[src/rtl/run_seq_pkg.sv]
// run_seq_pkg: shared state encoding and default timing constants for the run sequencer
package run_seq_pkg;
   typedef enum logic [2:0] {IDLE, RST, START, RUN, RESP} run_state_t;
   localparam int RUN_RST_CYCLES   = 2;
   localparam int RUN_START_CYCLES = 2;
   localparam int RUN_TIMEOUT      = 50000;
endpackage

[src/rtl/run_timer.sv]
// run_timer: phase/run cycle counter; clear and enable together load 1 so a phase's first cycle reads 1
module run_timer #(
   parameter int CYC_W = 16
) (
   input  logic             Clk,
   input  logic             Reset,
   input  logic             clr,
   input  logic             en,
   input  logic [CYC_W-1:0] limit,
   output logic [CYC_W-1:0] cnt,
   output logic             At_limit
);
   always_ff @(posedge Clk)
      cnt <= !Reset ? '0 : (clr ? '0 : cnt) + CYC_W'(en);
   assign At_limit = cnt == limit;
endmodule

[src/rtl/run_sequencer.sv]
// run_sequencer: host-side Start/Done initiator that resets, parks, releases and times one core run
module run_sequencer
   import run_seq_pkg::*;
#(
   parameter int RST_CYCLES   = RUN_RST_CYCLES,
   parameter int START_CYCLES = RUN_START_CYCLES,
   parameter int CYC_W        = 16,
   parameter int TIMEOUT      = RUN_TIMEOUT
) (
   input  logic             Clk,
   input  logic             Reset,
   input  logic             Req_valid,
   output logic             Req_ready,
   input  logic [1:0]       Req_prog,
   output logic             Core_Reset,
   output logic             Core_Start,
   output logic [1:0]       Core_Prog,
   input  logic             Core_Done,
   output logic             Rsp_valid,
   input  logic             Rsp_ready,
   output logic [CYC_W-1:0] Rsp_cycles,
   output logic             Rsp_timeout,
   output logic             Busy
);
   run_state_t state, nxt;
   logic done_q, done_edge, at_limit;
   logic [CYC_W-1:0] cnt, limit;
   assign done_edge = Core_Done & ~done_q;
   assign limit = state == RST   ? CYC_W'(RST_CYCLES)
                : state == START ? CYC_W'(START_CYCLES)
                :                  CYC_W'(TIMEOUT);
   always_comb begin
      nxt = state;
      case (state)
         IDLE:    if (Req_valid) nxt = RST;
         RST:     if (at_limit) nxt = START;
         START:   if (at_limit) nxt = RUN;
         RUN:     if (done_edge || at_limit) nxt = RESP;
         RESP:    if (Rsp_ready) nxt = IDLE;
         default: nxt = IDLE;
      endcase
   end
   // one counter serves all three timed phases; it restarts on every state change
   run_timer #(.CYC_W(CYC_W)) u_timer (
      .Clk      (Clk),
      .Reset    (Reset),
      .clr      (nxt != state),
      .en       (nxt == RST || nxt == START || nxt == RUN),
      .limit    (limit),
      .cnt      (cnt),
      .At_limit (at_limit)
   );
   always_ff @(posedge Clk) begin
      if (!Reset) begin
         state       <= IDLE;
         Req_ready   <= 1'b1;
         Busy        <= 1'b0;
         Core_Reset  <= 1'b1;
         Core_Start  <= 1'b1;
         Core_Prog   <= '0;
         Rsp_valid   <= 1'b0;
         Rsp_cycles  <= '0;
         Rsp_timeout <= 1'b0;
         done_q      <= 1'b0;
      end else begin
         state      <= nxt;
         Req_ready  <= nxt == IDLE;
         Busy       <= nxt != IDLE;
         Core_Reset <= nxt == RST;
         Core_Start <= nxt != RUN;
         Rsp_valid  <= nxt == RESP;
         done_q     <= Core_Done;
         if (state == IDLE && Req_valid) Core_Prog <= Req_prog;
         // on a limit hit cnt already equals TIMEOUT; a simultaneous edge counts as completion
         if (state == RUN && nxt == RESP) begin
            Rsp_cycles  <= cnt;
            Rsp_timeout <= ~done_edge;
         end
      end
   end
endmodule

[config.mk]
export PLATFORM = sky130hd
export DESIGN_NAME = run_sequencer
export DESIGN_NICKNAME = d
export VERILOG_FILES = /design/src/rtl/run_seq_pkg.sv /design/src/rtl/run_timer.sv /design/src/rtl/run_sequencer.sv
export SDC_FILE = /design/constraint.sdc
export NUM_CORES = 1
export LEC_CHECK = 0
export BUFFER_PORTS_ARGS = -buffer_cell sky130_fd_sc_hd__buf_4
export CAP_MARGIN = 40
export CORE_MARGIN = 4
export CORE_UTILIZATION = 50
export CTS_CLUSTER_SIZE = 30
export DETAILED_ROUTE_END_ITERATION = 7
export PLACE_DENSITY = 0.83
export SYNTH_ARGS = -nofsm -noshare
export SYNTH_HDL_FRONTEND = slang
export SYNTH_SLANG_ARGS = --single-unit
[constraint.sdc]
create_clock -name Clk -period 3.2 [get_ports Clk]
set_clock_uncertainty 0.1 [all_clocks]
set_input_delay 0 -clock Clk [delete_from_list [all_inputs] [get_ports Clk]]
set_output_delay 0 -clock Clk [all_outputs]
set_load 0.02 [all_outputs]
Yosys cells after proc, flatten, opt, wreduce, memory -nomap -nowiden

Index checks and enable logic that the tools add are counted.

Bits of input ports: 7
Output and inout port bits: 24
Flip-flop bits (word level): 44
Word-level logic and storage cells: 43

Eq/ne operators: 11
Add/sub/neg operators: 1
Reductions and logical operators: 8
Mux-type cells: 9
Bitwise logic cells: 3

Operators by type and width:

| cell                                                                     | count |
|---|---|
| 16-bit two-way mux                                                       | 3 |
| 16-bit by 1-bit adder with 16-bit output                                 | 1 |
| 16-bit equality test                                                     | 1 |
| 3-bit two-way mux                                                        | 5 |
| 3-bit one-hot mux with 5 select lines                                    | 1 |
| 3-bit by 2-bit equality test with 1-bit output (second input constant)   | 4 |
| 3-bit by 1-bit equality test with 1-bit output (second input constant)   | 2 |
| 3-bit equality test (second input constant)                              | 2 |
| 3-bit zero test                                                          | 2 |
| 1-bit logical OR                                                         | 3 |
| 3-bit by 2-bit inequality test with 1-bit output (second input constant) | 1 |
| 3-bit inequality test                                                    | 1 |
| 3-bit nonzero test                                                       | 1 |
| 1-bit logical AND                                                        | 2 |
| 1-bit inverter                                                           | 2 |
| 1-bit bitwise AND                                                        | 1 |

Logic depth before layout (Yosys ltp)

Depth in word-level cells: 11
Mapped depth: 11
Depth with buffers taken out: 11

Modules after synthesis

A second synthesis with hierarchy kept.

Cell total of the unflattened synthesis: 214
Area total of the unflattened synthesis: 2105.8 um^2

Modules (own cells, without submodules):

| module        | instances | seq. area each (um^2) | area each (um^2) | cells an instance |
|---|---|---|---|---|
| run_sequencer | 1         | 560.5                 | 1149.9           | 108 |
| run_timer     | 1         | 320.3                 | 955.9            | 106 |

Worst setup path before layout

OpenSTA, ideal clock, no wires.

Kind: register -> register
Start: reg u_timer.cnt[4]
End: reg u_timer.cnt[14]
Setup slack: 0.408 ns
Clock period less this slack: 2.792 ns
Required time: 2.983 ns
Stages on the path, launching flop included: 12
Path buffers: 0
Data arrival time: 2.575 ns
Setup time: 0.117 ns
Path through: dfxtp_1 > or4_1 > nor4_2 > o2111a_2 > o22ai_1 > and2_1 > ha_1 > ha_1 > nand3_1 > nor2_1 > xnor2_1 > nor2_1

Cells in the longest elaborated chain, start to end: 8
Elaborated cells on any way between the ends: 14
Classes of those cells: 1 x add/sub; 5 x eq/ne; 5 x mux; 3 x reduce/logical

RTL lines:

| element                                                                                                                 | line                | RTL |
|---|---|---|
| start: declaration                                                                                                      | run_timer.sv:10     | `output logic [CYC_W-1:0] cnt,` |
| start signal: assignment                                                                                                | run_timer.sv:14     | `cnt <= !Reset ? '0 : (clr ? '0 : cnt) + CYC_W'(en);` |
| 16-bit equality test                                                                                                    | run_timer.sv:15     | `assign At_limit = cnt == limit;` |
| 1-bit logical OR                                                                                                        | run_sequencer.sv:38 | `RUN: if (done_edge \|\| at_limit) nxt = RESP;` |
| 3-bit two-way mux                                                                                                       | run_sequencer.sv:38 |  |
| 3-bit one-hot mux with 5 select lines                                                                                   | run_sequencer.sv:34 | `case (state)` |
| 3-bit by 1-bit equality test with 1-bit output / 3-bit by 2-bit equality test with 1-bit output (equally long branches) | run_sequencer.sv:48 | `.en (nxt == RST \|\| nxt == START \|\| nxt == RUN),` |
| 1-bit logical OR (2 in a row)                                                                                           | run_sequencer.sv:48 |  |
| 16-bit by 1-bit adder with 16-bit output *                                                                              | run_timer.sv:14     |  |

Every way passes the cells marked *; elsewhere a longest branch is shown, timed or not.
A chain may end at the register's enable or synchronous reset.

Final worst setup path

Start: reg u_timer.cnt[4]
End: reg u_timer.cnt[12]

The elaborated chain is that of the path after synthesis.

==> impl_metrics.py <==
metrics = {
    "outcome": {
        "status": "finished, final reports clean",
    },
    "logic_synthesis": {
        "syn_nets": 208,
        "synth_seq_cells": 44,
        "ys_warn_count": 0,
        "yosysUniqueCellTypes": 45,
        "synth_area_um2": 1913,
        "netlist_instances": 199,
        "yosys.area.top_type": "dfxtp_1",
        "synth_compound_area_share_pct": 7.652,
        "syn_area_per_cell_um2": 9.613,
        "synthMuxAreaShare_pct": 9.941,
        "synthArstFlopShare_pct": 0,
        "synth_adder_area_share_pct": 1.308,
        "synth_top_area_share_pct": 46.04,
        "synth-edff-count": 0,
        "synthTopCellsByArea": "dfxtp_1 (46%), mux2i_1 (9.9%), nor2b_1 (6.2%), nor2_1 (4.7%), xnor2_1 (4.1%)",
        "seq_area_frac_synth_pct": 46.04,
        "synth_top_family_by_area": "simple AND/OR/NAND/NOR gates",
        "synth-main-ff-cell": "dfxtp_1",
        "yosys.area_share.xor_xnor_pct": 6.409,
        "yosys.area_share.simple_pct": 24.79,
    },
    "finish": {
        "fin_util_pct": 64.25,
        "final_nets": 251,
        "num-fill-cells": 318,
        "area_growth_syn_to_layout_pct": 23.87,
        "final_cell_mix": "dfxtp_1 (42), buf_4 (37), nor2_1 (24), mux2i_1 (19), nor2b_1 (19)",
        "drive_above_1_share_pct": 21.81,
        "final_common_cell": "dfxtp_1",
        "diodes": 0,
    },
    "clock_tree": {
        "htree_levels": 2,
        "cts-root-buf": "clkbuf_8",
        "clk_pin_slew_ns": 0.07,
        "numCtsBuffers": 5,
        "cts_tree": "built",
        "cts_buffer_depth": 2,
        "cts.sinks": 44,
        "clock_latency_ns": 0.30,
    },
    "setup_path": {
        "worstSetupPathType": "reg2reg",
        "crit_end": "u_timer.cnt[12]",
        "crit_family": "simple AND/OR/NAND/NOR gates",
        "arrival_ns": 3.05,
        "cp_slowest_stage_delay_ns": 0.54,
        "critPathSlowestCell": "or4_1",
        "critical_path_required_ns": 3.28,
        "critPathMaxFanout": 6,
        "reg2reg_slack_ns": 0.22,
        "worst_r2r_endpoint": "u_timer.cnt[12]",
        "r2r_cells": 11,
        "crit_cells": 11,
        "endpoint_kind": "register",
        "cp_cell_sequence": "or4_1 -> nor4_2 -> o2111ai_1 -> o211ai_1 -> inv_1 -> ha_1 -> ha_1 -> nand3_2 -> nor2_1 -> xnor2_1 -> nor2_1",
        "startpoint_type": "register",
        "cp-startpoint": "u_timer.cnt[4]",
        "crit_buf_inv": 1,
        "r2r_start": "u_timer.cnt[4]",
    },
    "floorplanning": {
        "dieWidth_um": 69.86,
        "die-area_um2": 4880,
        "io_pins": 31,
        "initial_core_util_pct": 51.87,
        "core-area_um2": 3689,
        "rows": 22,
        "dieHeight_um": 69.86,
    },
    "hold_path": {
        "holdPathStages": 5,
        "hold_path_class": "in2reg",
    },
    "run": {
        "drv_cap": 0,
    },
    "grt": {
        "grt_usage_pct": 15.26,
        "first_global_vias": 1349,
        "antenna_found_initial": 0,
        "overflow": 0,
        "grt_max_degree": 30,
        "grt_pass1_wl_mm": 6.058,
    },
    "drt": {
        "ant_nets": 0,
        "vias_per_cell": 5.076,
        "drtIter0Drc": 99,
        "vias": 1477,
        "wl_mm": 3.669,
        "dr.pass1.iters": 4,
        "drc": 0,
        "avgRoutedWirePerCell_um": 12.61,
    },
    "timing": {
        "hold_viol_final": 0,
        "finalCriticalPeriod_ns": 2.977,
        "tns_ns": 0,
        "min_period_over_period_pct": 93.04,
        "relSlewSlack_pct": 69.88,
        "slew_viol_final": 0,
        "max_clock_freq_mhz": 335.9,
        "tightest_slew_ns": 0.4477,
        "rsz0062_at_grt": "no",
        "setup_viol": 0,
    },
    "pwr": {
        "ir_worst_vdd_mv": 0.2953,
        "leakagePower_uw": 0.0009120,
        "p_per_area_nw_per_um2": 429.1,
    },
    "placed_design": {
        "detailed_place_hpwl_mm": 2.561,
        "routabilityCongestion": 0.8529,
        "port_buffers": 30,
    },
}
-- registers in the layout (all words and copies together), names as in the netlist --
register     count
Rsp_valid        1
state            3
done_q           1
u_timer.cnt     16
Busy             1
Core_Start       1
Core_Prog        2
Core_Reset       1
Rsp_timeout      1
Rsp_cycles      16
Req_ready        1
-- cell families after synthesis --
logic type                 after synthesis
AOI/OAI and AO/OA                       19
DFF                                     44
adders and majority gates                2
muxes                                   19
xor gates and xnor gates                14
buffers and inverters                   13
and+or+nand+nor                         88
-- final cells by class --
type	count	area, um2	share of cell area, %
clock buffer	8	90.09	3.801
inverter	4	15.01	0.6336
multi-input combinational	142	963.4	40.65
sequential	44	883.3	37.28
tap	48	60.06	2.534
timing repair buffer	45	357.8	15.10
-- routing by layer --
layer	vias up	GRT usage, %	part of all wire, %
li1	764	-	-
met1	670	19.27	47
met2	37	23.40	45
met3	6	5.036	6.1
met4	0	7.234	1.5
met5	-	0	0
-- cell usage after synthesis (all sizes together), types with 3 or more instances --
cell type and count:
dfxtp 44, nor2 24, mux2i 19, nor2b 19, nand2 11, xnor2 9
and2 7, clkbuf 6, nand3 6, xor2 5, inv 4, nand2b 4
nor3 4, buf 3, o21ai 3
-- through the flow --
step | setup slack [ns] | instances | total power [uW] | hold WS, ns | instance area, um2
2_1_floorplan | 0.4076 | 199 | 635.9 | 0.02171 | 1913
3_3_place_gp | 0.2840 | 273 | 664.5 | 0.1173 | 2177
3_5_place_dp | 0.1736 | 273 | 666.0 | 0.1245 | 2177
4_1_cts | 0.1533 | 289 | 1025 | 0.1195 | 2347
5_1_grt | 0.06035 | 291 | 1058 | 0.2807 | 2370
6_report | 0.2227 | 291 | 1017 | 0.2463 | 2370
-- worst min-delay path by stage --
| stage | endpoint | start | slack [ns] |
|---|---|---|---|
| global placement | done_q | Core_Done | 0.12 |
| detailed placement | done_q | Core_Done | 0.12 |
| global route | Req_ready | Req_valid | 0.28 |
| finish | Busy | Req_valid | 0.25 |
| floorplan | done_q | Core_Done | 0.02 |
| CTS | Busy | Req_valid | 0.12 |
-- what timing repair did --
| item | CTS | global route |
|---|---|---|
| endpoints found under the hold margin | 23 | 0 |
| buffers inserted | 0 | 2 |
| resized for setup | 0 | 3 |
| setup endpoints to repair | 0 | 3 |
| hold buffers | 8 | 0 |
-- worst min-delay path: stages --
cell and delay (ns):
buf_4 0.08, or3_1 0.09, o211ai_1 0.14, buf_4 0.16, a21oi_1 0.12
-- power by group --
part | switching [uW] | internal [uW]
combinational | 49.5 | 50.2
sequential | 8.65 | 559
clock | 174 | 176
(Power assumes the default switching activity.)
